<file path="src/rtl/load_store_unit_if.sv">
// load_store_unit_if: request, data-memory and write-back signals of the
// load/store unit. The slave modport is the unit's view; the master modport
// is the view of whatever drives requests and models the data memory.
interface load_store_unit_if;
   // execute-stage request
   logic        req_valid;
   logic        req_ready;
   logic        is_store;
   logic [2:0]  funct3;
   logic [31:0] addr;
   logic [31:0] store_data;
   logic [4:0]  rd_in;
   // data-memory port
   logic        mem_req;
   logic        mem_we;
   logic [31:0] mem_addr;
   logic [3:0]  mem_be;
   logic [31:0] mem_wdata;
   logic [31:0] mem_rdata;
   logic        mem_ack;
   // completion / write-back
   logic        done;
   logic        wb_we;
   logic [4:0]  wb_rd;
   logic [31:0] wb_data;
   logic        err;

   modport slave (
      input  req_valid, is_store, funct3, addr, store_data, rd_in,
      input  mem_rdata, mem_ack,
      output req_ready,
      output mem_req, mem_we, mem_addr, mem_be, mem_wdata,
      output done, wb_we, wb_rd, wb_data, err
   );

   modport master (
      output req_valid, is_store, funct3, addr, store_data, rd_in,
      output mem_rdata, mem_ack,
      input  req_ready,
      input  mem_req, mem_we, mem_addr, mem_be, mem_wdata,
      input  done, wb_we, wb_rd, wb_data, err
   );
endinterface

</file>
<file path="src/rtl/load_store_unit.sv">
// load_store_unit: RV32 load/store unit with a three-state FSM
// (IDLE -> ACCESS -> DONE). Byte enables and lane-replicated store data are
// computed once when the request is accepted and held for the whole access;
// load data is lane-extracted and sign/zero-extended on the ack cycle.
// An ACCESS that sees no ack for MAX_WAIT cycles completes with err=1.
//
// Optional feature: define LSU_MISALIGN_TRAP_EN to make misaligned halfword
// and word accesses complete immediately with err=1 and no memory access.
// Without it the offending low address bits are treated as zero.
module load_store_unit #(
   parameter int MAX_WAIT = 255
) (
   input  logic             clk,
   input  logic             rst,
   load_store_unit_if.slave bus
);

   typedef enum logic [1:0] {
      S_IDLE   = 2'd0,
      S_ACCESS = 2'd1,
      S_DONE   = 2'd2
   } state_e;

   localparam logic [8:0] WAIT_LIMIT = 9'(MAX_WAIT);

   // ------------------------------------------------------------------
   // helper functions
   // ------------------------------------------------------------------

   // Only B, H, W, BU, HU are valid width codes.
   function automatic logic illegal_f3(input logic [2:0] f3);
      case (f3)
         3'b000, 3'b001, 3'b010, 3'b100, 3'b101: illegal_f3 = 1'b0;
         default:                                illegal_f3 = 1'b1;
      endcase
   endfunction

   // Force the offset bits that a halfword/word access cannot use to zero.
   // In the trapping build misaligned requests never get this far, so the
   // masking is a no-op there.
   function automatic logic [1:0] eff_offset(input logic [2:0] f3, input logic [1:0] off);
      case (f3[1:0])
         2'b00:   eff_offset = off;
         2'b01:   eff_offset = {off[1], 1'b0};
         2'b10:   eff_offset = 2'b00;
         default: eff_offset = 2'b00;
      endcase
   endfunction

`ifdef LSU_MISALIGN_TRAP_EN
   // Halfword on an odd byte, or word not on a word boundary.
   function automatic logic misaligned(input logic [2:0] f3, input logic [1:0] off);
      case (f3[1:0])
         2'b01:   misaligned = off[0];
         2'b10:   misaligned = (off != 2'b00);
         default: misaligned = 1'b0;
      endcase
   endfunction
`endif

   // Byte enables for the selected width at the (effective) byte offset.
   function automatic logic [3:0] byte_en(input logic [2:0] f3, input logic [1:0] off);
      case (f3[1:0])
         2'b00:   byte_en = 4'b0001 << off;
         2'b01:   byte_en = off[1] ? 4'b1100 : 4'b0011;
         2'b10:   byte_en = 4'b1111;
         default: byte_en = 4'b0000;
      endcase
   endfunction

   // Replicate the low byte/halfword of store data into every lane.
   function automatic logic [31:0] lane_wdata(input logic [2:0] f3, input logic [31:0] data);
      case (f3[1:0])
         2'b00:   lane_wdata = {4{data[7:0]}};
         2'b01:   lane_wdata = {2{data[15:0]}};
         2'b10:   lane_wdata = data;
         default: lane_wdata = 32'h0000_0000;
      endcase
   endfunction

   // Select the addressed lane of the read word and extend it to 32 bits.
   function automatic logic [31:0] load_extract(input logic [2:0]  f3,
                                                input logic [1:0]  off,
                                                input logic [31:0] rdata);
      logic [7:0]  lane_b;
      logic [15:0] lane_h;
      case (off)
         2'b00:   lane_b = rdata[7:0];
         2'b01:   lane_b = rdata[15:8];
         2'b10:   lane_b = rdata[23:16];
         2'b11:   lane_b = rdata[31:24];
         default: lane_b = 8'h00;
      endcase
      lane_h = off[1] ? rdata[31:16] : rdata[15:0];
      case (f3)
         3'b000:  load_extract = {{24{lane_b[7]}}, lane_b};
         3'b100:  load_extract = {24'h00_0000, lane_b};
         3'b001:  load_extract = {{16{lane_h[15]}}, lane_h};
         3'b101:  load_extract = {16'h0000, lane_h};
         3'b010:  load_extract = rdata;
         default: load_extract = 32'h0000_0000;
      endcase
   endfunction

   // ------------------------------------------------------------------
   // state
   // ------------------------------------------------------------------
   state_e      state_q,     state_d;
   logic [7:0]  wait_cnt_q,  wait_cnt_d;
   logic        is_store_q,  is_store_d;
   logic [2:0]  funct3_q,    funct3_d;
   logic [1:0]  off_q,       off_d;
   logic [4:0]  rd_q,        rd_d;
   logic        req_ready_q, req_ready_d;
   logic        mem_req_q,   mem_req_d;
   logic        mem_we_q,    mem_we_d;
   logic [31:0] mem_addr_q,  mem_addr_d;
   logic [3:0]  mem_be_q,    mem_be_d;
   logic [31:0] mem_wdata_q, mem_wdata_d;
   logic        done_q,      done_d;
   logic        wb_we_q,     wb_we_d;
   logic [4:0]  wb_rd_q,     wb_rd_d;
   logic [31:0] wb_data_q,   wb_data_d;
   logic        err_q,       err_d;

   logic        trap_s;
   logic [1:0]  req_off_s;
   logic [8:0]  wait_now_s;
   logic        timeout_s;

`ifdef LSU_MISALIGN_TRAP_EN
   assign trap_s = misaligned(bus.funct3, bus.addr[1:0]);
`else
   assign trap_s = 1'b0;
`endif

   assign req_off_s  = eff_offset(bus.funct3, bus.addr[1:0]);
   // Number of ACCESS cycles elapsed including the current one.
   assign wait_now_s = {1'b0, wait_cnt_q} + 9'd1;
   assign timeout_s  = (wait_now_s >= WAIT_LIMIT);

   // Next-state and next-output logic for the IDLE/ACCESS/DONE sequence.
   always_comb begin
      state_d     = state_q;
      wait_cnt_d  = wait_cnt_q;
      is_store_d  = is_store_q;
      funct3_d    = funct3_q;
      off_d       = off_q;
      rd_d        = rd_q;
      mem_req_d   = mem_req_q;
      mem_we_d    = mem_we_q;
      mem_addr_d  = mem_addr_q;
      mem_be_d    = mem_be_q;
      mem_wdata_d = mem_wdata_q;
      done_d      = 1'b0;
      wb_we_d     = 1'b0;
      wb_rd_d     = wb_rd_q;
      wb_data_d   = wb_data_q;
      err_d       = err_q;

      case (state_q)
         S_IDLE: begin
            if (bus.req_valid) begin
               is_store_d = bus.is_store;
               funct3_d   = bus.funct3;
               off_d      = req_off_s;
               rd_d       = bus.rd_in;
               if (illegal_f3(bus.funct3) || trap_s) begin
                  // rejected without touching memory
                  state_d = S_DONE;
                  done_d  = 1'b1;
                  err_d   = 1'b1;
                  wb_we_d = 1'b0;
                  wb_rd_d = bus.rd_in;
               end else begin
                  state_d     = S_ACCESS;
                  wait_cnt_d  = 8'd0;
                  mem_req_d   = 1'b1;
                  mem_we_d    = bus.is_store;
                  mem_addr_d  = {bus.addr[31:2], 2'b00};
                  mem_be_d    = byte_en(bus.funct3, req_off_s);
                  mem_wdata_d = lane_wdata(bus.funct3, bus.store_data);
               end
            end else begin
               state_d = S_IDLE;
            end
         end

         S_ACCESS: begin
            if (bus.mem_ack) begin
               state_d   = S_DONE;
               mem_req_d = 1'b0;
               mem_we_d  = 1'b0;
               mem_be_d  = 4'b0000;
               done_d    = 1'b1;
               err_d     = 1'b0;
               wb_we_d   = !is_store_q;
               wb_rd_d   = rd_q;
               if (!is_store_q) begin
                  wb_data_d = load_extract(funct3_q, off_q, bus.mem_rdata);
               end else begin
                  wb_data_d = wb_data_q;
               end
            end else if (timeout_s) begin
               state_d   = S_DONE;
               mem_req_d = 1'b0;
               mem_we_d  = 1'b0;
               mem_be_d  = 4'b0000;
               done_d    = 1'b1;
               err_d     = 1'b1;
               wb_we_d   = 1'b0;
               wb_rd_d   = rd_q;
            end else begin
               wait_cnt_d = wait_cnt_q + 8'd1;
            end
         end

         S_DONE: begin
            state_d = S_IDLE;
         end

         default: begin
            state_d   = S_IDLE;
            mem_req_d = 1'b0;
            mem_we_d  = 1'b0;
            mem_be_d  = 4'b0000;
         end
      endcase

      req_ready_d = (state_d == S_IDLE);
   end

   // State and output registers with synchronous reset.
   always_ff @(posedge clk) begin
      if (rst) begin
         state_q     <= S_IDLE;
         wait_cnt_q  <= 8'd0;
         is_store_q  <= 1'b0;
         funct3_q    <= 3'b000;
         off_q       <= 2'b00;
         rd_q        <= 5'd0;
         req_ready_q <= 1'b1;
         mem_req_q   <= 1'b0;
         mem_we_q    <= 1'b0;
         mem_addr_q  <= 32'h0000_0000;
         mem_be_q    <= 4'b0000;
         mem_wdata_q <= 32'h0000_0000;
         done_q      <= 1'b0;
         wb_we_q     <= 1'b0;
         wb_rd_q     <= 5'd0;
         wb_data_q   <= 32'h0000_0000;
         err_q       <= 1'b0;
      end else begin
         state_q     <= state_d;
         wait_cnt_q  <= wait_cnt_d;
         is_store_q  <= is_store_d;
         funct3_q    <= funct3_d;
         off_q       <= off_d;
         rd_q        <= rd_d;
         req_ready_q <= req_ready_d;
         mem_req_q   <= mem_req_d;
         mem_we_q    <= mem_we_d;
         mem_addr_q  <= mem_addr_d;
         mem_be_q    <= mem_be_d;
         mem_wdata_q <= mem_wdata_d;
         done_q      <= done_d;
         wb_we_q     <= wb_we_d;
         wb_rd_q     <= wb_rd_d;
         wb_data_q   <= wb_data_d;
         err_q       <= err_d;
      end
   end

   assign bus.req_ready = req_ready_q;
   assign bus.mem_req   = mem_req_q;
   assign bus.mem_we    = mem_we_q;
   assign bus.mem_addr  = mem_addr_q;
   assign bus.mem_be    = mem_be_q;
   assign bus.mem_wdata = mem_wdata_q;
   assign bus.done      = done_q;
   assign bus.wb_we     = wb_we_q;
   assign bus.wb_rd     = wb_rd_q;
   assign bus.wb_data   = wb_data_q;
   assign bus.err       = err_q;

endmodule

</file>
<file path="src/flat_wrapper.sv">
// flat-port wrapper written by rule: the top's interface ports become plain ports
module load_store_unit_flat 
#(
   parameter int MAX_WAIT = 255
)
  (clk, rst, bus_req_valid, bus_is_store, bus_funct3, bus_addr, bus_store_data, bus_rd_in, bus_mem_rdata, bus_mem_ack, bus_req_ready, bus_mem_req, bus_mem_we, bus_mem_addr, bus_mem_be, bus_mem_wdata, bus_done, bus_wb_we, bus_wb_rd, bus_wb_data, bus_err);
  load_store_unit_if bus_i ();
  input  logic clk;
  input  logic rst;
  input wire logic [$bits(bus_i.req_valid)-1:0] bus_req_valid;
  input wire logic [$bits(bus_i.is_store)-1:0] bus_is_store;
  input wire logic [$bits(bus_i.funct3)-1:0] bus_funct3;
  input wire logic [$bits(bus_i.addr)-1:0] bus_addr;
  input wire logic [$bits(bus_i.store_data)-1:0] bus_store_data;
  input wire logic [$bits(bus_i.rd_in)-1:0] bus_rd_in;
  input wire logic [$bits(bus_i.mem_rdata)-1:0] bus_mem_rdata;
  input wire logic [$bits(bus_i.mem_ack)-1:0] bus_mem_ack;
  output wire logic [$bits(bus_i.req_ready)-1:0] bus_req_ready;
  output wire logic [$bits(bus_i.mem_req)-1:0] bus_mem_req;
  output wire logic [$bits(bus_i.mem_we)-1:0] bus_mem_we;
  output wire logic [$bits(bus_i.mem_addr)-1:0] bus_mem_addr;
  output wire logic [$bits(bus_i.mem_be)-1:0] bus_mem_be;
  output wire logic [$bits(bus_i.mem_wdata)-1:0] bus_mem_wdata;
  output wire logic [$bits(bus_i.done)-1:0] bus_done;
  output wire logic [$bits(bus_i.wb_we)-1:0] bus_wb_we;
  output wire logic [$bits(bus_i.wb_rd)-1:0] bus_wb_rd;
  output wire logic [$bits(bus_i.wb_data)-1:0] bus_wb_data;
  output wire logic [$bits(bus_i.err)-1:0] bus_err;
  assign bus_i.req_valid = bus_req_valid;
  assign bus_i.is_store = bus_is_store;
  assign bus_i.funct3 = bus_funct3;
  assign bus_i.addr = bus_addr;
  assign bus_i.store_data = bus_store_data;
  assign bus_i.rd_in = bus_rd_in;
  assign bus_i.mem_rdata = bus_mem_rdata;
  assign bus_i.mem_ack = bus_mem_ack;
  assign bus_req_ready = bus_i.req_ready;
  assign bus_mem_req = bus_i.mem_req;
  assign bus_mem_we = bus_i.mem_we;
  assign bus_mem_addr = bus_i.mem_addr;
  assign bus_mem_be = bus_i.mem_be;
  assign bus_mem_wdata = bus_i.mem_wdata;
  assign bus_done = bus_i.done;
  assign bus_wb_we = bus_i.wb_we;
  assign bus_wb_rd = bus_i.wb_rd;
  assign bus_wb_data = bus_i.wb_data;
  assign bus_err = bus_i.err;
  load_store_unit #(.MAX_WAIT(MAX_WAIT)) u_core (.clk(clk), .rst(rst), .bus(bus_i));
endmodule
</file>
<file path="config.mk">
export PLATFORM = sky130hd
export DESIGN_NAME = load_store_unit_flat
export DESIGN_NICKNAME = d
export VERILOG_FILES = /design/src/rtl/load_store_unit_if.sv /design/src/rtl/load_store_unit.sv /design/src/flat_wrapper.sv
export SDC_FILE = /design/constraint.sdc
export NUM_CORES = 1
export LEC_CHECK = 0
export CAP_MARGIN = 15
export CORE_ASPECT_RATIO = 1.4
export CORE_MARGIN = 2
export CORE_UTILIZATION = 40
export CTS_CLUSTER_SIZE = 8
export DETAILED_ROUTE_END_ITERATION = 10
export PLACE_DENSITY = 0.77
export SYNTH_ARGS = -nofsm -noshare
export SYNTH_HDL_FRONTEND = slang
export SYNTH_SLANG_ARGS = --single-unit
</file>
<file path="constraint.sdc">
create_clock -name clk -period 1.9 [get_ports clk]
set_clock_uncertainty 0.1 [all_clocks]
set_input_delay 0.38 -clock clk [delete_from_list [all_inputs] [get_ports clk]]
set_output_delay 0.38 -clock clk [all_outputs]
set_load 0.01 [all_outputs]
</file>
Yosys cells after proc, flatten, opt, wreduce, memory -nomap -nowiden
Index checks and enable logic that the tools add are counted.

Bits in registers: 130. Output and inout bits: 111. Logic and storage cells: 111. Input port bits: 109.

Shift operators: 1. Muxes and demuxes: 48. $add $sub $neg: 2. $lt $le $gt $ge: 1. Reduce and logical (&&, ||, !) cells: 16. Bitwise operators: 5. Equal/unequal tests: 21.

Operator list (number): $pmux W32 S5 (1); $pmux W32 S3 (1); $mux W8 (4); $pmux W8 S4 (1); $pmux W4 S3 (2); $mux W4 (5); $mux W5 (4); $mux W1 (17); $mux W16 (1); $pmux W8 S2 (1); $eq A3 B3 Y1 const B (4); $pmux W5 S2 (1); $add A8 B1 Y9 const B (1); $ge A9 B8 Y1 const B (1); $add A8 B1 Y8 const B (1); $eq A2 B2 Y1 const B (4); $logic_not A2 Y1 (4); $mux W2 (4); $ne A2 B2 Y1 const B (4); $pmux W2 S2 (2); $reduce_and A4 Y1 (2); $eq A2 B1 Y1 const B (3); $eq A3 B1 Y1 const B (2); $eq A3 B2 Y1 const B (2); 14 further kinds (22).

Depth between registers and ports, before layout
Gate-level depths: netlist (run 1).

Depth in word-level cells: 9. Gate-level depth with buffers: 9.

Worst setup path after synthesis (run 1)
OpenSTA, ideal clock, no wires.

Path type: register to register. Start point: register u_core.wait_cnt_q[0]. End point: register u_core.wait_cnt_q[1]. Period minus slack after synthesis: 2042 ps. Required time: 1737 ps. Buffers on the path: 1. Cell stages (with the launch flop): 8. Arrival time: 1879 ps. Path slack: -142 ps. Library setup time: 63 ps. Path through: dfxtp_1 -> ha_1 -> and3_4 -> o2111a_1 -> a211oi_2 -> buf_6 -> mux2_4 -> nor2_2.

Word-level cells in the longest chain between the ends: 4.

Ends and longest elaborated chain: start: declaration (RTL line load_store_unit.sv:109) `logic [7:0] wait_cnt_q, wait_cnt_d;`; start signal: assignment (RTL line load_store_unit.sv:255) `wait_cnt_q <= wait_cnt_d;`; $add A8 B1 Y9 or $add A8 B1 Y8 (tied branches) (RTL line load_store_unit.sv:139, load_store_unit.sv:214); $ge A9 B8 Y1 or $mux W8 (tied branches) (RTL line load_store_unit.sv:140, load_store_unit.sv:204); $ne A2 B2 Y1 (no source line) or $mux W8 (tied branches); $reduce_and A5 Y1 (no source line) or $pmux W8 S2 (tied branches).

Several ways; a longest one is shown, not always the timed one. The select of a mux whose other input is x is not followed. A chain may end at the register's enable or synchronous reset.

Final worst setup path (run 1)
Start point: register u_core.wait_cnt_q[0]. End point: register u_core.wait_cnt_q[0].

Same word-level chain as after synthesis.

==> out/results.tsv, run 1 <==
stage	metric	value	unit
floorplanning	num_io_pins	220	
clock_network	ctsHoldBuffers	0	
logic_synthesis	synth_edf_count	0	
grt	grt_use_total	0.2562	
critical_path	crit_chain	inv_4 -> ha_4 -> nor2_4 -> a2bb2o_4 -> o21ai_4 -> a211oi_4 -> buf_4 -> nor3_4 -> mux2_4	
clock_network	clockBufferDepth	2	
floorplanning	die_w	105.2	um
grt	grt_pass1_vias	6311	
grt	overflow	0	
logic_synthesis	synthArstFlopShare	0	
place	dp_hpwl	14.57	mm
clock_network	root_buffer	clkbuf_16	
pwr	switching_share	0.2773	
critical_path	critPathBufInv	2	
logic_synthesis	yosysSeqAreaShare	0.4541	
logic_synthesis	netlist_area	0.005730	mm2
logic_synthesis	synth_ff_type	dfxtp_1	
logic_synthesis	ys_types	58	
logic_synthesis	syn_inst	698	
finish	layout.cells.non_filler	1168	
critical_path	arrival	2.29	ns
route	first_pass_iters	4	
route	drt_wl_total	20.17	mm
route	vias_per_cell	5.385	
pwr	seqPwrFrac	0.390	
route	post_drt_wl_per_cell	17.27	um
finish	stdcell_area	0.009460	mm2
pwr	irDropWorstVdd	0.0005072	V
pwr	p_per_area	808.5	mW/mm2
timing	tightestPinTransition	0.6293	ns
finish	nets	1081	
critical_path	cp.required	2.16	ns
clock_network	cts_tree	yes	
critical_path	critPathLaunchType	flop	
logic_synthesis	yosys-top-cells-area	dfxtp_1 45%, a21oi_1 9.5%, nand2_1 9.4%, a221oi_1 3.5%, o21ai_0 3.5%	
floorplanning	dieArea	0.01531	mm2
route	ant_nets	0	
place	numPlacedInstances	1125	
pwr	power.total	7.649	mW
clock_network	cts.sinks	130	
logic_synthesis	synthTopCellsByCount	143 x nand2_1, 130 x dfxtp_1, 109 x a21oi_1	
timing	setup_viol	20	
critical_path	critPathMaxFanout	6	
timing	finalWorstSetupSlack	-0.1364	ns
floorplanning	die_h	145.6	um
grt	grt_max_degree	36	
grt	grt_pass1_wl	31.43	mm
floorplanning	initial_utilization	0.4101	
route	drc	0	
clock_network	cts_htree_levels	4	
logic_synthesis	synth.most_common_cell	nand2_1	
timing	fmax	0.4911	GHz
finish	drive_gt1_frac	0.1821	
clock_network	clk_pin_slew	0.06	ns
worst_hold_path	hp-class	primary input to flop	
clock_network	clkLatencyLatePin	0.41	ns
critical_path	cp_slowest_cell	dfxtp_4	
timing	drv_slew	0	
outcome	outcome	finished, violations left	
finish	syn_to_final_growth	65.09	%
pwr	p_switching	2.121	mW
timing	hold_viol_final	0	
critical_path	end_kind	flop	
finish	diodes	0	
floorplanning	num_rows	51	
timing	rsz0062_at_grt	true	
timing	period_minus_slack	2.036	ns
logic_synthesis	ys_ff_latch	130	
timing	period_share	1.072	
pwr	pwr-share-clk	0.404	
logic_synthesis	synth_top_area_cell	dfxtp_1	
pwr	p_leak	3.483	nW
place	place_area	0.008577	mm2
logic_synthesis	postSynthAreaPerCell	8.210	um2
critical_path	crit_family	compound AO/OA/AOI/OAI gates	
logic_synthesis	yosys_warnings	0	
outcome	violations	negative setup slack	
pwr	comb_power_share	0.205	
route	vias	6290	
floorplanning	core_area	0.01397	mm2
critical_path	slowest_delay	0.38	ns
critical_path	path_class	flop to flop	
logic_synthesis	synth_top_area_frac	0.4541	
route	drt-initial-drc-count	314	
place	place_congestion	0.9492	
timing	slew_headroom	0.5789	
place	io_buffers	217	
run	cap_violations	0	
clock_network	cts_made_buffers	17	
grt	antenna_found_initial	0	
pwr	p_int	5.528	mW
repair_timing:
item                       CTS  global route
gates cloned                 1             1
pin swaps                    7            14
gates resized for setup     19            34
setup endpoints to repair   26            85
buffers inserted             4             5
state kept, by name, summed over array words and instances (netlist names):
signal	flops
u_core.bus.done	1
u_core.bus.err	1
u_core.bus.mem_addr	30
u_core.bus.mem_be	4
u_core.bus.mem_req	1
u_core.bus.mem_wdata	32
u_core.bus.mem_we	1
u_core.bus.req_ready	1
u_core.bus.wb_data	32
u_core.bus.wb_rd	5
u_core.bus.wb_we	1
u_core.funct3_q	3
u_core.is_store_q	1
u_core.off_q	2
u_core.rd_q	5
u_core.state_q	2
u_core.wait_cnt_q	8
final timing paths:
kind         cells after the start                endpoint                   start  slack, ns
max                              9    u_core.wait_cnt_q[0]    u_core.wait_cnt_q[0]      -0.14
min                              2   u_core.bus.wb_data[1]                     rst       0.18
max reg2reg                      9    u_core.wait_cnt_q[0]    u_core.wait_cnt_q[0]      -0.14
min reg2reg                      2  u_core.bus.wb_data[22]  u_core.bus.wb_data[22]       0.34
metrics by stage:
stage | hold slack, ns | utilization | setup slack [ns] | TNS (ns)
after global routing | 0.1738 | 0.6770 | -0.2130 | -3.088
final | 0.1750 | 0.6770 | -0.1364 | -1.481
after CTS | 0.1693 | 0.6632 | -0.1182 | -0.9515
after global placement | 0.3343 | 0.6138 | -0.4014 | -35.20
after detailed placement | 0.3390 | 0.6138 | -0.4370 | -38.92
after floorplan | 0.3366 | - | -0.04007 | -0.06569
logic make-up (layout without fill, tap and decap cells):
logic type	count (synthesis)	after routing	share of synthesized area
buf+inv	58	342	0.04542
flops	130	130	0.4541
fa+ha+maj	2	2	0.004366
other cells	1	2	0.0006544
simple gates	246	246	0.1865
compound gates	226	226	0.2430
mux	32	32	0.06135
xor+xnor	3	3	0.004586
routing by layer:
layer	vias up	part of all wire	global-route usage
met1	2922	0.36	0.2770
li1	3004	-	-
met4	0	0.038	0.1180
met3	59	0.078	0.07076
met5	-	0	0
met2	305	0.52	0.4594
power groups by stage:
stage	combinational, mW	clock (mW)	sequential (mW)
finish	1.57	3.09	2.99
global route	1.68	3.25	3.01
CTS	1.49	3.13	2.98
detailed placement	1.46	0	3.04
global placement	1.44	0	3.03
floorplan	0.558	0	3.09
cell usage in the layout (no fill, tap or decap), types with 3 or more instances in the layout:
cell / instances
a21oi_1: 107
a221oi_1: 18
a221oi_2: 5
a22o_1: 9
a311oi_1: 8
and3_1: 3
buf_12: 9
buf_4: 71
buf_6: 5
clkbuf_16: 18
clkdlybuf4s50_1: 216
clkinv_2: 3
clkinv_4: 3
clkinvlp_4: 3
dfxtp_1: 127
inv_1: 6
inv_6: 4
mux2_2: 10
mux2i_1: 19
nand2_1: 142
nand3_1: 14
nor2_1: 41
nor2_2: 4
nor3_1: 20
o211ai_1: 7
o21ai_0: 34
o21ai_1: 11
o21ai_2: 7
area by class of cell:
class	count	area, um2
Fill cell	1089	4514
Multi-Input combinational cell	511	3059
Timing Repair Buffer	303	2972
Sequential cell	130	2611
Clock buffer	18	429.2
Tap cell	185	231.5
Clock inverter	14	128.9
Inverter	7	28.78
Note: power is estimated with default switching activity, not from simulation.
==> run 2, diff against run 1 <==
Settings changed: SKIP_LAST_GASP set to 1.
==> run 2 against run 1 <==
Effect of this change:
- the run still ends with negative setup slack left
- non-clock buffer count is the same
- combinational power is essentially flat
- routed wire length is essentially flat
- count of clock-buffer cells in the layout is the same
- power is essentially flat
- die area is the same
- sequential power is essentially flat
- register-to-register slack is essentially flat
- final area shrank 0.24%
==> out/results.tsv, run 2 (same netlist as run 1, synthesis figures left out) <==
stage	metric	value	unit	change
outcome	outcome	finished, violations left		
outcome	violations	negative setup slack		
clock_network	cts_tree	yes		
critical_path	critPathMaxFanout	6		unchanged
floorplanning	num_rows	51		unchanged
timing	period_minus_slack	2.037	ns	+0.0007330 ns
timing	setup_viol	20		unchanged
place	place_congestion	0.9492		unchanged
critical_path	reg2reg_depth	9		unchanged
clock_network	clk_pin_slew	0.06	ns	about the same
pwr	switching_share	0.2773		about the same
clock_network	root_buffer	clkbuf_16		
critical_path	arrival	2.29	ns	about the same
clock_network	cts.sinks	130		unchanged
critical_path	crit_chain	inv_4 -> ha_4 -> nor2_4 -> a2bb2o_4 -> o21ai_4 -> a211oi_4 -> buf_4 -> nor3_4 -> mux2_4		
finish	diodes	0		unchanged
finish	final_common_cell	clkdlybuf4s50_1		
timing	rsz0062_at_grt	true		
timing	hold_viol_final	0		unchanged
timing	fmax	0.4909	GHz	about the same
finish	drive_gt1_frac	0.1780		-0.004069
clock_network	cts_made_buffers	17		unchanged
clock_network	clkLatencyLatePin	0.41	ns	about the same
pwr	seqPwrFrac	0.391		about the same
worst_hold_path	min-delay-start	rst		
timing	tightestPinTransition	0.6265	ns	-0.002849 ns
pwr	p_int	5.525	mW	about the same
finish	post-route-util	0.6754		-0.001612
worst_hold_path	whs_path_depth	2		unchanged
route	ant_nets	0		unchanged
place	io_buffers	217		unchanged
critical_path	critPathBufInv	2		unchanged
floorplanning	die_h	145.6	um	unchanged
place	numPlacedInstances	1125		unchanged
timing	slew_headroom	0.5808		+0.001906
place	dp_hpwl	14.57	mm	unchanged
floorplanning	die_w	105.2	um	unchanged
grt	overflow	0		unchanged
grt	grt_use_total	0.2562		unchanged
floorplanning	num_io_pins	220		unchanged
grt	grt_pass1_wl	31.43	mm	unchanged
grt	antenna_found_initial	0		unchanged
critical_path	cp_slowest_cell	dfxtp_4		
pwr	comb_power_share	0.204		about the same
route	drc	0		unchanged
worst_hold_path	hp-class	primary input to flop		
clock_network	clockBufferDepth	2		unchanged
critical_path	path_class	flop to flop		
finish	nets	1081		unchanged
pwr	power.total	7.644	mW	about the same
finish	stdcell_area	0.009438	mm2	-0.24%
pwr	p_switching	2.120	mW	about the same
critical_path	slowest_delay	0.38	ns	about the same
grt	grt_max_degree	36		unchanged
pwr	pwr-share-clk	0.405		about the same
place	place_area	0.008577	mm2	unchanged
critical_path	crit_family	compound AO/OA/AOI/OAI gates		
critical_path	end_kind	flop		
critical_path	ff2ff_setup_slack	-0.14	ns	about the same
pwr	irDropWorstVdd	0.0005087	V	+0.30%
place	pre_cts_ws	-0.4370	ns	unchanged
finish	final_cell_mix	216 x clkdlybuf4s50_1, 142 x nand2_1, 127 x dfxtp_1, 107 x a21oi_1, 73 x buf_4		
route	post_drt_wl_per_cell	17.26	um	about the same
worst_hold_path	min_to	u_core.bus.wb_data[1]		
run	cap_violations	0		unchanged
timing	drv_slew	0		unchanged
clock_network	ctsHoldBuffers	0		unchanged
pwr	p_leak	3.480	nW	about the same
route	drt-initial-drc-count	276		-12%
critical_path	r2r-end	u_core.wait_cnt_q[0]		
critical_path	cp.required	2.16	ns	about the same
floorplanning	dieArea	0.01531	mm2	unchanged
critical_path	worstReg2RegStart	u_core.wait_cnt_q[0]		
clock_network	cts_htree_levels	4		unchanged
route	first_pass_iters	4		unchanged
route	vias	6257		-0.52%
pwr	p_per_area	810.0	mW/mm2	+0.18%
route	drt_wl_total	20.16	mm	about the same
grt	grt_pass1_vias	6311		unchanged
floorplanning	core_area	0.01397	mm2	unchanged
timing	finalWorstSetupSlack	-0.1371	ns	-0.0007330 ns
critical_path	critPathLaunchType	flop		
timing	period_share	1.072		about the same
route	vias_per_cell	5.357		-0.52%
floorplanning	initial_utilization	0.4101		unchanged
finish	layout.cells.non_filler	1168		unchanged
finish	syn_to_final_growth	64.69	%	
==> run 2: cell counts in the layout (fill, tap and decap cells not counted) <==
Identical to the previous run, type by type.
==> run 2: how the worst max path moves through the flow <==
stage	start	end	slack [ns]	depth (start not counted)
2_1_floorplan	u_core.wait_cnt_q[0]	u_core.wait_cnt_q[1]	-0.04	9
6_report	u_core.wait_cnt_q[0]	u_core.wait_cnt_q[0]	-0.14	9
5_1_grt	u_core.wait_cnt_q[0]	u_core.wait_cnt_q[0]	-0.21	9
3_3_place_gp	bus_req_valid	u_core.bus.mem_wdata[31]	-0.40	7
3_5_place_dp	bus_req_valid	u_core.bus.mem_wdata[31]	-0.44	7
4_1_cts	u_core.wait_cnt_q[0]	u_core.wait_cnt_q[1]	-0.12	9
==> run 2: layout make-up <==
class,instances,area (um2)
fill,1086,4537
inverter,7,28.78
timing repair buffer,303,2964
multi-input combinational,511,3044
tap,185,231.5
clock inverter,14,128.9
sequential,130,2611
clock buffer,18,429.2
==> run 2: what timing repair did <==
action,CTS,global route
gates resized for setup,19,28
pin swaps,7,14
buffers inserted,4,5
endpoints found under the setup margin,26,85
gates cloned,1,1
==> run 2: metal layers <==
layer,routed length (um),part of all wire,vias to the layer above,global-route usage
met5,0,0,-,0
met2,10390,0.52,294,0.4594
li1,-,-,3006,-
met1,7497,0.37,2898,0.2770
met4,792,0.039,0,0.1180
met3,1476,0.073,59,0.07076
==> run 2: power groups by stage <==
stage          Sequential, mW  Combinational [mW]  Clock, mW
2_1_floorplan            3.09               0.558          0
3_3_place_gp             3.03                1.44          0
3_5_place_dp             3.04                1.46          0
4_1_cts                  2.98                1.49       3.13
5_1_grt                  3.01                1.68       3.25
6_report                 2.99                1.56       3.10
==> run 2: through the flow <==
stage	hold WS (ns)	setup TNS [ns]
after global placement	0.3343	-35.20
after floorplan	0.3366	-0.06569
after detailed placement	0.3390	-38.92
final	0.1748	-1.523
after global routing	0.1735	-3.348
after CTS	0.1693	-0.9515
